## config.mk

```make
export PLATFORM = sky130hd
export DESIGN_NAME = mem_access_unit
export DESIGN_NICKNAME = d
export VERILOG_FILES = /design/src/rtl/lc3_pkg.sv /design/src/rtl/mem_wait_counter.sv /design/src/rtl/mem_access_unit.sv
export SDC_FILE = /design/constraint.sdc
export NUM_CORES = 1
export LEC_CHECK = 0
export ABC_AREA = 1
export BUFFER_PORTS_ARGS = -buffer_cell sky130_fd_sc_hd__buf_4
export CAP_MARGIN = 20
export CELL_PAD_IN_SITES_DETAIL_PLACEMENT = 1
export CELL_PAD_IN_SITES_GLOBAL_PLACEMENT = 1
export CORE_MARGIN = 10
export CORE_UTILIZATION = 39
export CTS_BUF_LIST = sky130_fd_sc_hd__clkbuf_8
export CTS_CLUSTER_DIAMETER = 200
export DETAILED_ROUTE_END_ITERATION = 16
export PLACE_DENSITY_LB_ADDON = 0.1
export SYNTH_ARGS = -nofsm -noshare
export SYNTH_HDL_FRONTEND = slang
export SYNTH_SLANG_ARGS = --single-unit
```

## constraint.sdc

```tcl
create_clock -name Clk -period 5 [get_ports Clk]
set_clock_uncertainty 0.05 [all_clocks]
set_input_delay 1.5 -clock Clk [delete_from_list [all_inputs] [get_ports Clk]]
set_output_delay 1.5 -clock Clk [all_outputs]
set_load 0.05 [all_outputs]
```

## src/rtl/lc3_pkg.sv

```systemverilog
// Shared definitions for the LC-3 memory access datapath: access FSM state
// encoding, the memory-mapped switch address and the wait counter width.
package lc3_pkg;

  typedef enum logic [1:0] {
    IDLE    = 2'd0,
    RD_WAIT = 2'd1,
    WR_WAIT = 2'd2,
    DONE    = 2'd3
  } mem_state_t;

  // Reads from this address return the board switches when MMIO_SW_EN is built in
  localparam logic [15:0] MMIO_SW_ADDR = 16'hFFFF;

  // Wide enough for WAIT_CYCLES-1 with WAIT_CYCLES up to 15
  localparam int unsigned CNT_W = 4;

endpackage

```

## src/rtl/mem_wait_counter.sv

```systemverilog
// Loadable down-counter with zero flag; paces SRAM wait states.
// Decrement saturates at zero so an idle counter stays parked.
module mem_wait_counter #(
  parameter int unsigned WIDTH = 4
) (
  input  logic             clk,
  input  logic             rst,
  input  logic             load,
  input  logic [WIDTH-1:0] load_val,
  input  logic             dec,
  output logic [WIDTH-1:0] count,
  output logic             zero
);

  // Load has priority over decrement; reset clears the count
  always_ff @(posedge clk or posedge rst) begin
    if (rst) begin
      count <= '0;
    end else if (load) begin
      count <= load_val;
    end else if (dec && (count != '0)) begin
      count <= count - WIDTH'(1);
    end
  end

  assign zero = (count == '0);

endmodule

```

## src/rtl/mem_access_unit.sv

```systemverilog
// LC-3 memory access unit: MAR/MDR registers and an SRAM access sequencer
// with WAIT_CYCLES wait states per access. All FSM outputs are registered.
// Optional build macro MMIO_SW_EN adds an SW port; reads at 16'hFFFF then
// return SW into MDR and leave the SRAM strobes low, with unchanged timing.
module mem_access_unit
  import lc3_pkg::*;
#(
  parameter int unsigned WAIT_CYCLES = 2
) (
  input  logic        Clk,
  input  logic        Reset,
  input  logic [15:0] Bus_In,
  input  logic        LD_MAR,
  input  logic        LD_MDR,
  input  logic        Mem_Req,
  input  logic        Mem_WE,
  input  logic [15:0] Data_from_SRAM,
`ifdef MMIO_SW_EN
  input  logic [15:0] SW,
`endif
  output logic [15:0] MAR,
  output logic [15:0] MDR,
  output logic [15:0] SRAM_ADDR,
  output logic [15:0] Data_to_SRAM,
  output logic        SRAM_CE,
  output logic        SRAM_OE,
  output logic        SRAM_WE,
  output logic        Mem_Busy,
  output logic        Mem_Done
);

  localparam logic [CNT_W-1:0] WAIT_LOAD = CNT_W'(WAIT_CYCLES - 1);

  mem_state_t       state;
  logic [CNT_W-1:0] cnt;
  logic             cnt_zero;
  logic             cnt_load;
  logic             cnt_dec;
  logic             accept;
  logic             in_wait;
  logic             mmio_hit;
  logic [15:0]      rd_data;
  logic             mar_pend;
  logic [15:0]      mar_pend_val;

  assign accept   = (state == IDLE) && Mem_Req;
  assign in_wait  = (state == RD_WAIT) || (state == WR_WAIT);
  assign cnt_load = accept;
  assign cnt_dec  = in_wait;

`ifdef MMIO_SW_EN
  logic mmio_acc;

  assign mmio_hit = (MAR == MMIO_SW_ADDR) && !Mem_WE;
  assign rd_data  = mmio_acc ? SW : Data_from_SRAM;

  // Remember whether the accepted read targets the switch register
  always_ff @(posedge Clk or posedge Reset) begin
    if (Reset) begin
      mmio_acc <= 1'b0;
    end else if (accept) begin
      mmio_acc <= mmio_hit;
    end
  end
`else
  assign mmio_hit = 1'b0;
  assign rd_data  = Data_from_SRAM;
`endif

  mem_wait_counter #(
    .WIDTH(CNT_W)
  ) u_wait_counter (
    .clk      (Clk),
    .rst      (Reset),
    .load     (cnt_load),
    .load_val (WAIT_LOAD),
    .dec      (cnt_dec),
    .count    (cnt),
    .zero     (cnt_zero)
  );

  // Access sequencer with registered strobes, busy and done
  always_ff @(posedge Clk or posedge Reset) begin
    if (Reset) begin
      state    <= IDLE;
      SRAM_CE  <= 1'b0;
      SRAM_OE  <= 1'b0;
      SRAM_WE  <= 1'b0;
      Mem_Busy <= 1'b0;
      Mem_Done <= 1'b0;
    end else begin
      unique case (state)
        IDLE: begin
          Mem_Done <= 1'b0;
          if (Mem_Req) begin
            state    <= Mem_WE ? WR_WAIT : RD_WAIT;
            SRAM_CE  <= !mmio_hit;
            SRAM_OE  <= !Mem_WE && !mmio_hit;
            SRAM_WE  <= Mem_WE;
            Mem_Busy <= 1'b1;
          end
        end
        RD_WAIT, WR_WAIT: begin
          if (cnt_zero) begin
            state    <= DONE;
            SRAM_CE  <= 1'b0;
            SRAM_OE  <= 1'b0;
            SRAM_WE  <= 1'b0;
            Mem_Busy <= 1'b0;
            Mem_Done <= 1'b1;
          end
        end
        DONE: begin
          state    <= IDLE;
          Mem_Done <= 1'b0;
        end
        default: begin
          state    <= IDLE;
          SRAM_CE  <= 1'b0;
          SRAM_OE  <= 1'b0;
          SRAM_WE  <= 1'b0;
          Mem_Busy <= 1'b0;
          Mem_Done <= 1'b0;
        end
      endcase
    end
  end

  // MAR load; a load coinciding with an accepted request is parked until
  // the access finishes so the SRAM address stays on the old MAR.
  // A fresh LD_MAR in DONE supersedes the parked value.
  always_ff @(posedge Clk or posedge Reset) begin
    if (Reset) begin
      MAR          <= '0;
      mar_pend     <= 1'b0;
      mar_pend_val <= '0;
    end else if (LD_MAR && !Mem_Busy) begin
      if (accept) begin
        mar_pend     <= 1'b1;
        mar_pend_val <= Bus_In;
      end else begin
        MAR      <= Bus_In;
        mar_pend <= 1'b0;
      end
    end else if (mar_pend && (state == DONE)) begin
      MAR      <= mar_pend_val;
      mar_pend <= 1'b0;
    end
  end

  // MDR load from bus when idle, capture of read data on the last read wait cycle
  always_ff @(posedge Clk or posedge Reset) begin
    if (Reset) begin
      MDR <= '0;
    end else if ((state == RD_WAIT) && cnt_zero) begin
      MDR <= rd_data;
    end else if (LD_MDR && !Mem_Busy) begin
      MDR <= Bus_In;
    end
  end

  assign SRAM_ADDR    = MAR;
  assign Data_to_SRAM = MDR;

endmodule

```

==> results.md <==
- In this run the standard cell core region covers 7370 µm².
- The clock reaches the later pin of the worst-skew pair after about 0.33 ns.
- The count of cell types in the netlist is 25.
- 0 antenna diodes ended up in the layout.
- The number of failing hold endpoints at the final stage is 0.
- The post-layout minimum cycle time is between 2 and 3 ns.
- The kind of start point of the critical path is an input pin.
- The deepest clock path buffer count is 2.
- The vias after detailed routing is roughly 2.6k.
- Derived from the worst setup path, the maximum achievable clock frequency is around 0.35 GHz.
- The pre-antenna-repair detailed-routing pass consisted of 4 iterations.
- Once the clock tree was built, the setup fixing pass inserted 0 buffers.
- The die footprint is around 12000 µm².
- Setup total negative slack on the finished layout was measured at 0 ns.
- The number of global-route vias before repair is between 2k and 3k.
- The initial utilization of the core area, before any placement, comes to between 40% and 50%.
- The transition at the pin with the smallest max-transition slack is about 0.87 ns.
- After detailed routing, the average wire length per cell comes to between 15 and 20 µm.
- The hold path startpoint is mar_pend_val[5].
- Synthesis produced a netlist whose cell count is 370.
- The number of cell rows is 31.
- Among all cell types in the netlist, the one instantiated most often is nand2_1.
- The max-slew violation count came to 0.
- Once placement finished, the instance area stood at ~3600 µm².
- Summed over all instances, the cell type with the most area after synthesis is dfrtp_1.
- In this run the cell area of the synthesized design comes to between 2000 and 3000 µm².
- The worst setup path is captured at a flip-flop.
- The max-capacitance violation count is 0.
- The critical path goes through buf_4 -> nand2_1 -> nand2_1 -> nand2_4 -> inv_4 -> nand2_1 -> nand2_1.
- Of all nets on the critical path, the largest fanout is 34.
- The number of cells upsized or downsized after cts is 0.
- Tracing the worst setup path back leads to its startpoint at LD_MAR.
- Yosys printed 0 warnings.
- The tightest min-delay check is of the flip-flop to flip-flop type.
- The initial antenna violation count is 0.
- The number of CTS-inserted buffers is 9.
- Setup repair after global routing left no endpoint under its margin.
- After synthesis, the mean cell area works out to about 8.1 µm².
- The chip height is 108 µm.
- After detailed routing, the number of vias per cell comes to 4.79.
- The violation count after the first detailed-route iteration is 63.
- By instance count, the cell type seen most on the critical path is nand2_1.
- The total of endpoints with negative setup slack in the final report is 0.
- The total number of H-tree levels is 3.
- After detailed routing, the number of remaining DRC violations is 0.
- Buffers placed on the I/O ports in this run total around 110.
- The share of cells above drive strength 1 is a little under a third.
- The clock tree from TritonCTS is done.
- The first global-routing pass estimated about 15000 µm of wire.
- The worst register-to-register path has a setup slack of roughly 2.9 ns.
- The number of top-level design ports is around 110.
- Summing all non-filler instances in the final layout gives an area of 3820 µm².
- Clock-pin slew was measured on the worst setup and hold paths at roughly 0.07 ns.
- The area added between synthesis and finish is 27.7%.
- Dividing the final minimum period by the clock period gives between 50% and 60%.
- The area share of the leading cell type in the synthesized netlist is 49.3%.
- Counting flops and latches in the post-synthesis netlist gives 59.
- The post-cts hold buffer count is 0.
- The critical setup path kind is input pin to flip-flop.
- The most used flip-flop cell after synthesis is dfrtp_1.
- The flow ran to the end, and the final reports show no timing, DRC or antenna violations.
- After synthesis, the share of flip-flops with an asynchronous set or reset is 100%.
- The net count of the finished layout is 483.
- The worst stage delay on the critical path is around 0.64 ns.
- Sorting the synthesized cells by area gives the leading types as dfrtp_1 49%, nand2_1 15%, nand3_1 9.2%, buf_4 8.3%, o21ai_0 4.2%.
- Measured against its own limit, the worst slew margin works out to about two fifths.
- The sum of routed wire length over all layers is just under 9000 µm.
- Timing analysis after detailed placement gives a worst setup slack of about 1.8 ns.
- The routability congestion estimate from global placement is 0.760.
- Once routing completed, OpenROAD measured the worst setup slack at between 2 and 2.5 ns.
- After filler insertion, the fill cell instance count of the layout stands at about 910.
- The total global routing track utilization is about 16%.
- The number of flops mapped to enable cells by yosys is 0.
- The data arrival at the endpoint of the critical path is approximately 3 ns.
- The pin count of the biggest net entering global routing is 35.
- Counting every net in the synthesized netlist gives between 400 and 500.
- The detail route stage leaves a number of antenna-violating nets equal to 0.
- The CTS root buffer is clkbuf_8.
- The endpoint required time on the critical path is just over 5 ns.
- The commonest cells after synthesis are 121 x nand2_1, 59 x dfrtp_1, 55 x nand3_1, 33 x buf_4, 26 x inv_1.
- The number of clock sinks is about 60.
- Among all stages on the critical path, the largest delay is contributed by nand2_1.
- The sequential element share of the synthesized area is between 40 and 50%.
- The sum of overflow across all layers after global routing is 0.
- The half-perimeter wire length of the detailed placement result is about 6600 µm.
- The launch instance of the worst register-to-register path is state[0].
- The die is about 110 µm wide.
## layout make-up
cell class              count  area, µm²  share of cell area [%]
clock buffers              11        151                    3.96
inverters                  30        116                    3.04
flip-flops and latches     59       1480                    38.6
multi-input cells         234       1080                    28.2
clock inverters             5       75.1                    1.96
repair buffers            107        803                    21.0
well taps                  99        124                    3.24
## metal layers
metal / GRT usage [%] / vias up / routed length (µm) / part of all wire (%)
li1: - / 1285 / - / -
met2: 23.6 / 83 / 3880 / 44
met4: 4.96 / 0 / 120 / 1.4
met1: 19.6 / 1230 / 4010 / 46
met3: 6.77 / 11 / 772 / 8.8
met5: 0 / - / 0 / 0
## cells in the final DEF, fill, tap and decap left out, types with 8 or more instances in the layout
cell      instances
nor2_1            8
nand2_1         121
dfrtp_1          59
nand3_1          55
inv_1            25
o21ai_1           9
o21ai_0          25
buf_4           107
clkbuf_8         11
## final timing paths
path,endpoint,cells past startpoint
setup / recovery,MAR[9],7
hold / removal,mar_pend_val[5],2
max in group asynchronous,mar_pend_val[0],3
setup reg to reg,MAR[9],9
min in group asynchronous,SRAM_OE,2
hold reg to reg,mar_pend_val[5],2
## sequential cells by signal, summed over array words and instances, names as in the netlist
signal,flops
Mem_Busy,1
u_wait_counter.count,4
mar_pend_val,16
Data_to_SRAM,16
SRAM_OE,1
mar_pend,1
Mem_Done,1
SRAM_WE,1
MAR,16
state,2
## critical path: cells and delay by family
kind / cells / cell delay, ns
buffers and inverters: 2 / 0.24
AND/OR/NAND/NOR: 5 / 1.25
## cell families (layout without fill, tap and decap cells)
group                      count (synthesis)  count (layout)  share of synthesized area [%]
and+or+nand+nor                          192             192                           27.7
AOI/OAI and AO/OA                         37              37                           6.27
DFF                                       59              59                           49.3
xor gates and xnor gates                   1               1                          0.293
buffers and inverters                     77             153                           14.8
adders and majority gates                  4               4                           1.67
## per-stage QoR
stage	std cells	util [%]	hold WS (ns)
after detailed placement	529	48.8	0.425
after global routing	545	51.9	0.469
final	545	51.9	0.437
after floorplan	370	-	0.403
after global placement	529	48.8	0.407
after CTS	545	51.9	0.441
Power is left out: the tool's default activity adds up to more than one toggle a clock period on the data nets, which glitch-free logic cannot reach.
